==> config.mk <==
export PLATFORM = sky130hd
export DESIGN_NAME = system_qsys_nios2_oci_dct_packer
export DESIGN_NICKNAME = d
export VERILOG_FILES = /design/src/rtl/system_qsys_nios2_oci_dct_packer_pkg.sv /design/src/rtl/system_qsys_nios2_oci_dct_acc.sv /design/src/rtl/system_qsys_nios2_oci_dct_packer.sv
export SDC_FILE = /design/constraint.sdc
export NUM_CORES = 1
export LEC_CHECK = 0
export ABC_CLOCK_PERIOD_IN_PS = 5300
export BUFFER_PORTS_ARGS = -buffer_cell sky130_fd_sc_hd__clkbuf_2
export CELL_PAD_IN_SITES_DETAIL_PLACEMENT = 1
export CELL_PAD_IN_SITES_GLOBAL_PLACEMENT = 2
export CORE_MARGIN = 2
export CORE_UTILIZATION = 38
export CTS_CLUSTER_DIAMETER = 80
export CTS_CLUSTER_SIZE = 14
export DETAILED_ROUTE_END_ITERATION = 8
export PLACE_DENSITY_LB_ADDON = 0.08
export SYNTH_ARGS = -nofsm -noshare
export SYNTH_HDL_FRONTEND = slang
export SYNTH_HIERARCHICAL = 1
export SYNTH_SLANG_ARGS = --single-unit
==> constraint.sdc <==
create_clock -name clk -period 5.3 [get_ports clk]
set_clock_uncertainty 0.1 [all_clocks]
set_input_delay 0.795 -clock clk [delete_from_list [all_inputs] [get_ports clk]]
set_output_delay 0.795 -clock clk [all_outputs]
set_load 0.02 [all_outputs]
==> src/rtl/system_qsys_nios2_oci_dct_packer_pkg.sv <==
// Shared constants and frame type for the DCT trace symbol packer.
package system_qsys_nios2_oci_dct_packer_pkg;

  localparam int SLOTS   = 15;
  localparam int SYM_W   = 2;
  localparam int FRAME_W = SLOTS * SYM_W;
  localparam int CNT_W   = 4;

  typedef struct packed {
    logic [FRAME_W-1:0] buffer;
    logic [CNT_W-1:0]   count;
  } frame_t;

  localparam frame_t FRAME_EMPTY = '{buffer: '0, count: '0};

endpackage

==> src/rtl/system_qsys_nios2_oci_dct_acc.sv <==
// Symbol accumulator: writes accepted symbols into consecutive slots and
// exposes the post-accept contents so a frame can launch in the same cycle.
module system_qsys_nios2_oci_dct_acc
  import system_qsys_nios2_oci_dct_packer_pkg::*;
(
  input  logic               clk,
  input  logic               reset_n,
  input  logic               sym_valid,
  input  logic [SYM_W-1:0]   sym_data,
  input  logic               clear,
  output logic               sym_ready,
  output logic [CNT_W-1:0]   next_cnt,
  output logic [FRAME_W-1:0] next_buf
);

  logic [CNT_W-1:0]   acc_cnt_reg;
  logic [FRAME_W-1:0] acc_buf_reg;
  logic               accept;

  assign sym_ready = (acc_cnt_reg < CNT_W'(SLOTS));
  assign accept    = sym_valid & sym_ready;
  assign next_cnt  = acc_cnt_reg + CNT_W'(accept);

  // Only the slot addressed by the current count takes the new symbol.
  for (genvar gi = 0; gi < SLOTS; gi++) begin : g_slot
    assign next_buf[gi*SYM_W +: SYM_W] =
      (accept && (acc_cnt_reg == CNT_W'(gi))) ? sym_data
                                              : acc_buf_reg[gi*SYM_W +: SYM_W];
  end

  always_ff @(posedge clk) begin
    if (!reset_n || clear) begin
      acc_cnt_reg <= '0;
      acc_buf_reg <= '0;
    end else begin
      acc_cnt_reg <= next_cnt;
      acc_buf_reg <= next_buf;
    end
  end

endmodule

==> src/rtl/system_qsys_nios2_oci_dct_packer.sv <==
// Packs 2-bit trace symbols into 15-slot frames with a single output hold
// register; frames launch when full or on flush.
module system_qsys_nios2_oci_dct_packer
  import system_qsys_nios2_oci_dct_packer_pkg::*;
(
  input  logic               clk,
  input  logic               reset_n,
  input  logic               sym_valid,
  input  logic [SYM_W-1:0]   sym_data,
  output logic               sym_ready,
  input  logic               flush,
  output logic [FRAME_W-1:0] dct_buffer,
  output logic [CNT_W-1:0]   dct_count,
  output logic               dct_valid,
  input  logic               dct_ready,
  output logic [15:0]        frames_sent
);

  frame_t             hold_reg;
  logic               dct_valid_reg;
  logic               flush_pend_reg;
  logic [15:0]        frames_sent_reg;
  logic [CNT_W-1:0]   next_cnt;
  logic [FRAME_W-1:0] next_buf;
  logic               out_free;
  logic               launch;
  logic               flush_any;

  system_qsys_nios2_oci_dct_acc u_acc (
    .clk       (clk),
    .reset_n   (reset_n),
    .sym_valid (sym_valid),
    .sym_data  (sym_data),
    .clear     (launch),
    .sym_ready (sym_ready),
    .next_cnt  (next_cnt),
    .next_buf  (next_buf)
  );

  assign out_free  = !dct_valid_reg | dct_ready;
  assign flush_any = flush | flush_pend_reg;
  assign launch    = out_free &
                     ((next_cnt == CNT_W'(SLOTS)) | (flush_any & (next_cnt != '0)));

  always_ff @(posedge clk) begin
    if (!reset_n) begin
      hold_reg        <= FRAME_EMPTY;
      dct_valid_reg   <= 1'b0;
      flush_pend_reg  <= 1'b0;
      frames_sent_reg <= '0;
    end else begin
      if (launch) begin
        hold_reg        <= '{buffer: next_buf, count: next_cnt};
        dct_valid_reg   <= 1'b1;
        frames_sent_reg <= frames_sent_reg + 16'd1;
      end else if (dct_valid_reg && dct_ready) begin
        hold_reg      <= FRAME_EMPTY;
        dct_valid_reg <= 1'b0;
      end
      // A flush with nothing to send is dropped rather than armed.
      if (launch)
        flush_pend_reg <= 1'b0;
      else if (flush && (next_cnt != '0))
        flush_pend_reg <= 1'b1;
    end
  end

  assign dct_buffer  = hold_reg.buffer;
  assign dct_count   = hold_reg.count;
  assign dct_valid   = dct_valid_reg;
  assign frames_sent = frames_sent_reg;

endmodule

* After elaboration in Yosys (flattened, before gate mapping) *
Index checks and enable logic that the tools add are counted.

operators by class
  add/sub/neg operators = 2
  $lt $le $gt $ge = 1
  equality and inequality tests = 15
  muxes and demuxes = 19
  bitwise gates (word level) = 7
  reductions and logical operators = 24

operator list
  kind                                                  count
  two-way mux 34 bit                                    2
  equality test 4 bit (second input constant)           8
  two-way mux 2 bit                                     15
  logical AND 1 bit                                     17
  adder 16 x 1 -> 16 bit (second input constant)        1
  equality test 4 x 3 -> 1 bit (second input constant)  4
  equality test 4 x 2 -> 1 bit (second input constant)  2
  adder 4 x 1 -> 4 bit                                  1
  equality test 4 x 1 -> 1 bit (second input constant)  1
  zero test 4 bit                                       1
  less-than comparator 4 bit (second input constant)    1
  nonzero test 4 bit                                    1
  AND 1 bit                                             3
  bitwise OR 1 bit                                      3
  zero test 1 bit                                       2
  two-way mux 1 bit                                     2
  nonzero test 2 bit                                    1
  OR reduction 2 bit                                    1
  logical OR 1 bit                                      1
  inverter 1 bit                                        1

word-level totals
  register bits after elaboration = 86

* Depth between registers and ports, before layout *
  depth in word-level cells = 8
  depth in mapped cells = 18
  depth with buffers taken out = 11

* Hierarchy *
The synthesis kept the hierarchy.

modules (own cells, without submodules)
  module                            instances  cells each  area each (sq um)  sequential area each (sq um)
  system_qsys_nios2_oci_dct_packer  1          277         2499.9             1041.0
  system_qsys_nios2_oci_dct_acc     1          170         1715.4             680.7

* Least setup slack after synthesis *
OpenSTA, ideal clock, no wires.

  kind = register to register
  from = register u_acc.acc_cnt_reg[3]
  to = register u_acc.acc_buf_reg[18]
  setup time = 72 ps
  arrival = 3403 ps
  path slack = 1725 ps
  cell stages (with the launch flop) = 19
  path buffers = 7
  period minus slack after synthesis = 3575 ps
  cells stage by stage = dfxtp_1 buf_2 nand4_1 and2_1 ha_1 ha_1 xor2_1 buf_2 nor4_1 or4_1 buf_2 buf_6 buf_2 inv_1 nor2b_1 buf_2 clkbuf_1 nand2_1 mux2i_1

on the way
  longest elaborated chain between the ends = 8
  elaborated cells on any way between the ends = 12
  classes of those cells = add/sub: 1; order compare: 1; eq/ne: 2; mux: 1; bitwise: 4; reduce/logical: 3

ends and longest elaborated chain
  element                         line                                    text
  from (decl)                     system_qsys_nios2_oci_dct_acc.sv:16     logic [CNT_W-1:0] acc_cnt_reg;
  from (signal assigned)          system_qsys_nios2_oci_dct_acc.sv:36     acc_cnt_reg <= next_cnt;
  less-than comparator 4 bit (*)  system_qsys_nios2_oci_dct_acc.sv:20     assign sym_ready = (acc_cnt_reg < CNT_W'(SLOTS));
  named net sym_ready             system_qsys_nios2_oci_dct_packer.sv:10  output logic sym_ready,
  AND 1 bit (*)                   system_qsys_nios2_oci_dct_acc.sv:21     assign accept = sym_valid & sym_ready;
  adder 4 x 1 -> 4 bit (*)        system_qsys_nios2_oci_dct_acc.sv:22     assign next_cnt = acc_cnt_reg + CNT_W'(accept);
  named net next_cnt[2]           system_qsys_nios2_oci_dct_packer.sv:23  logic [CNT_W-1:0] next_cnt;
  nonzero test 4 bit              system_qsys_nios2_oci_dct_packer.sv:43  ((next_cnt == CNT_W'(SLOTS)) | (flush_any & (next_cnt != '0)));
  AND 1 bit                       system_qsys_nios2_oci_dct_packer.sv:43
  bitwise OR 1 bit (*)            system_qsys_nios2_oci_dct_packer.sv:43
  AND 1 bit (*)                   system_qsys_nios2_oci_dct_packer.sv:42  assign launch = out_free &
  named net launch                system_qsys_nios2_oci_dct_packer.sv:26  logic launch;
  logical OR 1 bit (*)            system_qsys_nios2_oci_dct_acc.sv:32     if (!reset_n || clear) begin
  to (signal assigned)            system_qsys_nios2_oci_dct_acc.sv:37     acc_buf_reg <= next_buf;
  to (decl)                       system_qsys_nios2_oci_dct_acc.sv:17     logic [FRAME_W-1:0] acc_buf_reg;

Mark *: on every way through the listed nets, which the timed path passes. The rest lies on a longest branch.
A chain may end at the register's enable or synchronous reset.

* Worst setup path in the final report *
  from = register u_acc.acc_cnt_reg[3]
  to = register frames_sent_reg[10] (netlist: frames_sent[10])

on the way
  longest elaborated chain between the ends = 7
  elaborated cells on any way between the ends = 8
  classes of those cells = add/sub: 1; order compare: 1; eq/ne: 1; bitwise: 4; reduce/logical: 1

ends and longest elaborated chain
  element                         line                                    text
  less-than comparator 4 bit (*)  system_qsys_nios2_oci_dct_acc.sv:20
  AND 1 bit (*)                   system_qsys_nios2_oci_dct_acc.sv:21
  adder 4 x 1 -> 4 bit (*)        system_qsys_nios2_oci_dct_acc.sv:22
  named net next_cnt[2]           system_qsys_nios2_oci_dct_packer.sv:23
  nonzero test 4 bit              system_qsys_nios2_oci_dct_packer.sv:43
  AND 1 bit                       system_qsys_nios2_oci_dct_packer.sv:43
  bitwise OR 1 bit (*)            system_qsys_nios2_oci_dct_packer.sv:43
  AND 1 bit (*)                   system_qsys_nios2_oci_dct_packer.sv:42
  to (signal assigned)            system_qsys_nios2_oci_dct_packer.sv:55  frames_sent_reg <= frames_sent_reg + 16'd1;
  to (decl)                       system_qsys_nios2_oci_dct_packer.sv:22  logic [15:0] frames_sent_reg;

Marks and branches as above.

==> impl_metrics.py <==
metrics = {
    "pwr": {
        "power.total_mw": 1.35,
        "ir_worst_vdd_mv": 0.139,
        "powerDensity_nw_per_um2": 284,
        "power.leakage_nw": 1.90,
    },
    "global_route": {
        "grt_pass1_vias": 3430,
        "overflow": 0,
        "grt.total_usage": 0.194,
        "antenna_found_initial": 0,
        "grt_start_max_net_pins": 50,
        "grt_pass1_wl_um": 18100,
    },
    "hold_path": {
        "hold_end": "u_acc/acc_buf_reg[14]",
        "whs_path_depth": 2,
        "hold_path_class": "reg -> reg",
        "hold_path_startpoint": "u_acc/acc_buf_reg[14]",
    },
    "synth": {
        "yosysMostFrequentCell": "dfxtp_1",
        "syn-num-nets": 457,
        "ys_types": 48,
        "syn_area_um2": 4220,
        "async_reset_ff_frac": 0,
        "synth.area.top_cells": "dfxtp_1, mux2i_1, mux2_2",
        "ys_ff_latch": 86,
        "synth_top_area_share": 0.408,
        "synth_common_cells": "dfxtp_1, nand2_1, mux2i_1",
        "seq_area_frac_synth": 0.408,
        "synth_cells": 447,
        "synth_top_flop_cell": "dfxtp_1",
        "yosysTopAreaCell": "dfxtp_1",
        "synth-edff-count": 0,
        "syn_area_per_cell_um2": 9.43,
        "yosysWarnings": 6,
    },
    "routing": {
        "wl_per_cell_um": 17.6,
        "drtIter0Drc": 164,
        "routed_wl_um": 11000,
        "drtPass1Iterations": 4,
        "vias": 3532,
        "drt.antenna.violating_nets": 0,
        "post_drt_via_cell_ratio": 5.62,
        "drc": 0,
    },
    "timing": {
        "rsz0062_at_grt": "false",
        "max_freq_mhz": 247,
        "min_period_ns": 4.05,
        "setup_ws_ns": 1.25,
        "max_slew.worst_pin.slew_ns": 1.06,
        "relSlewSlack": 0.295,
        "setup_viol": 0,
        "slew_violations": 0,
        "setup_tns_ns": 0,
        "finalHoldViolCount": 0,
        "finalCritPeriodShare": 0.764,
    },
    "placement": {
        "port_buffers": 58,
        "dpl.hpwl_um": 7400,
        "gp_congestion": 0.745,
        "dp.cells": 613,
        "post-place-ws_ns": 1.02,
    },
    "clocking": {
        "clk_latency_ns": 0.36,
        "cts_buffers": 9,
        "cts_tree": "yes",
        "cts_max_level": 3,
        "cts_sinks": 86,
        "clk_pin_slew_ns": 0.08,
        "cts-root-buf": "clkbuf_8",
        "cts_setup_buffers": 0,
        "cts_hold_buf": 0,
        "clockBufferDepth": 2,
        "cts.repair.resized": 0,
    },
    "floorplan": {
        "start_util": 0.389,
        "io_pins": 59,
        "die_h_um": 109,
        "rows": 38,
        "dieArea_um2": 12000,
        "core_area_um2": 10800,
        "fp.dieW_um": 109,
    },
    "flow_run": {
        "maxCapViolations": 0,
    },
    "cells_and_area": {
        "drive_gt1_frac": 0.234,
        "final_nets": 494,
        "nFillCells": 1291,
        "n_antenna_cell": 0,
        "finalNonFillerCells": 628,
        "final_util": 0.437,
        "area_delta_synth_final_pct": 12.5,
    },
    "worst_setup_path": {
        "worst_ep_required_time_ns": 5.49,
        "reg2reg_depth": 10,
        "reg2reg_to": "frames_sent[10]",
        "rrSetupSlack_ns": 1.25,
        "crit_type": "reg -> reg",
        "crit_arrival_ns": 4.24,
        "worst_setup_path_start_kind": "flop",
        "endpoint_kind": "flop",
        "timing.rr.start": "u_acc/acc_cnt_reg[3]",
        "worstPathMaxFanout": 23,
    },
    "status": {
        "status": "finished, final reports clean",
    },
}
==> kinds of logic (layout without fill, tap and decap cells) <==
logic type / after synthesis / in the layout / synth area share
AND/OR/NAND/NOR: 130 / 130 / 0.156
AO/OA/AOI/OAI: 95 / 95 / 0.157
multiplexers: 87 / 87 / 0.217
flip-flops: 86 / 86 / 0.408
buffers and inverters: 43 / 84 / 0.0463
adder cells (fa/ha/maj): 3 / 3 / 0.00891
XOR/XNOR: 3 / 3 / 0.00623
==> worst max-delay path, cell delays in order (launching register included) <==
cell	delay (ns)
dfxtp_1	0.51
nand4_1	0.15
and2_1	0.19
ha_1	0.20
ha_1	0.19
xor2_1	0.51
a211oi_1	0.26
or4_1	0.89
buf_4	0.32
or4_1	0.50
a21oi_1	0.14
==> metal layers <==
layer / global-route usage / vias to the layer above / share of wire
li1: - / 1746 / -
met5: 0 / - / 0
met4: 0.0651 / 0 / 0.011
met3: 0.0308 / 9 / 0.034
met2: 0.280 / 61 / 0.43
met1: 0.291 / 1716 / 0.53
==> cells in the final DEF, fill, tap and decap left out, types with 6 or more instances in the layout <==
cell type and n:
nand4_1 6, or4_1 7, inv_1 6, o22ai_1 30, mux2_2 28, dfxtp_1 86, or3_1 6, clkbuf_2 58
a21oi_1 15, nand2_1 69, clkbuf_8 13, mux2i_1 57, o21ai_0 8, nand3_1 10, a32oi_1 24, o31ai_1 6
==> how the worst max path moves through the flow <==
stage | from | endpoint | cells past startpoint
floorplan | u_acc/acc_cnt_reg[3] | u_acc/acc_buf_reg[18] | 18
global placement | sym_valid | frames_sent[10] | 10
detailed placement | sym_valid | frames_sent[10] | 10
CTS | u_acc/acc_cnt_reg[3] | frames_sent[10] | 10
global route | u_acc/acc_cnt_reg[3] | frames_sent[10] | 10
finish | u_acc/acc_cnt_reg[3] | frames_sent[10] | 10
==> metrics by stage <==
stage	instance area, µm²	hold slack, ns
floorplan	4220	0.334
global placement	4550	0.341
detailed placement	4550	0.351
CTS	4740	0.365
global route	4740	0.378
finish	4740	0.362
==> power by group <==
part / switching [mW] / internal (mW) / total [mW]
sequential: 0.0195 / 0.661 / 0.680
combinational: 0.149 / 0.0682 / 0.217
clock: 0.229 / 0.220 / 0.450
total: 0.398 / 0.949 / 1.35
==> final cells by class <==
| type | count | area (µm²) | area share |
|---|---|---|---|
| Tap cell | 140 | 175 | 0.0369 |
| Timing Repair Buffer | 63 | 328 | 0.0691 |
| Sequential cell | 86 | 1720 | 0.363 |
| Inverter | 6 | 22.5 | 0.00475 |
| Multi-Input combinational cell | 318 | 2310 | 0.487 |
| Clock buffer | 15 | 186 | 0.0393 |
(Power assumes the default switching activity.)
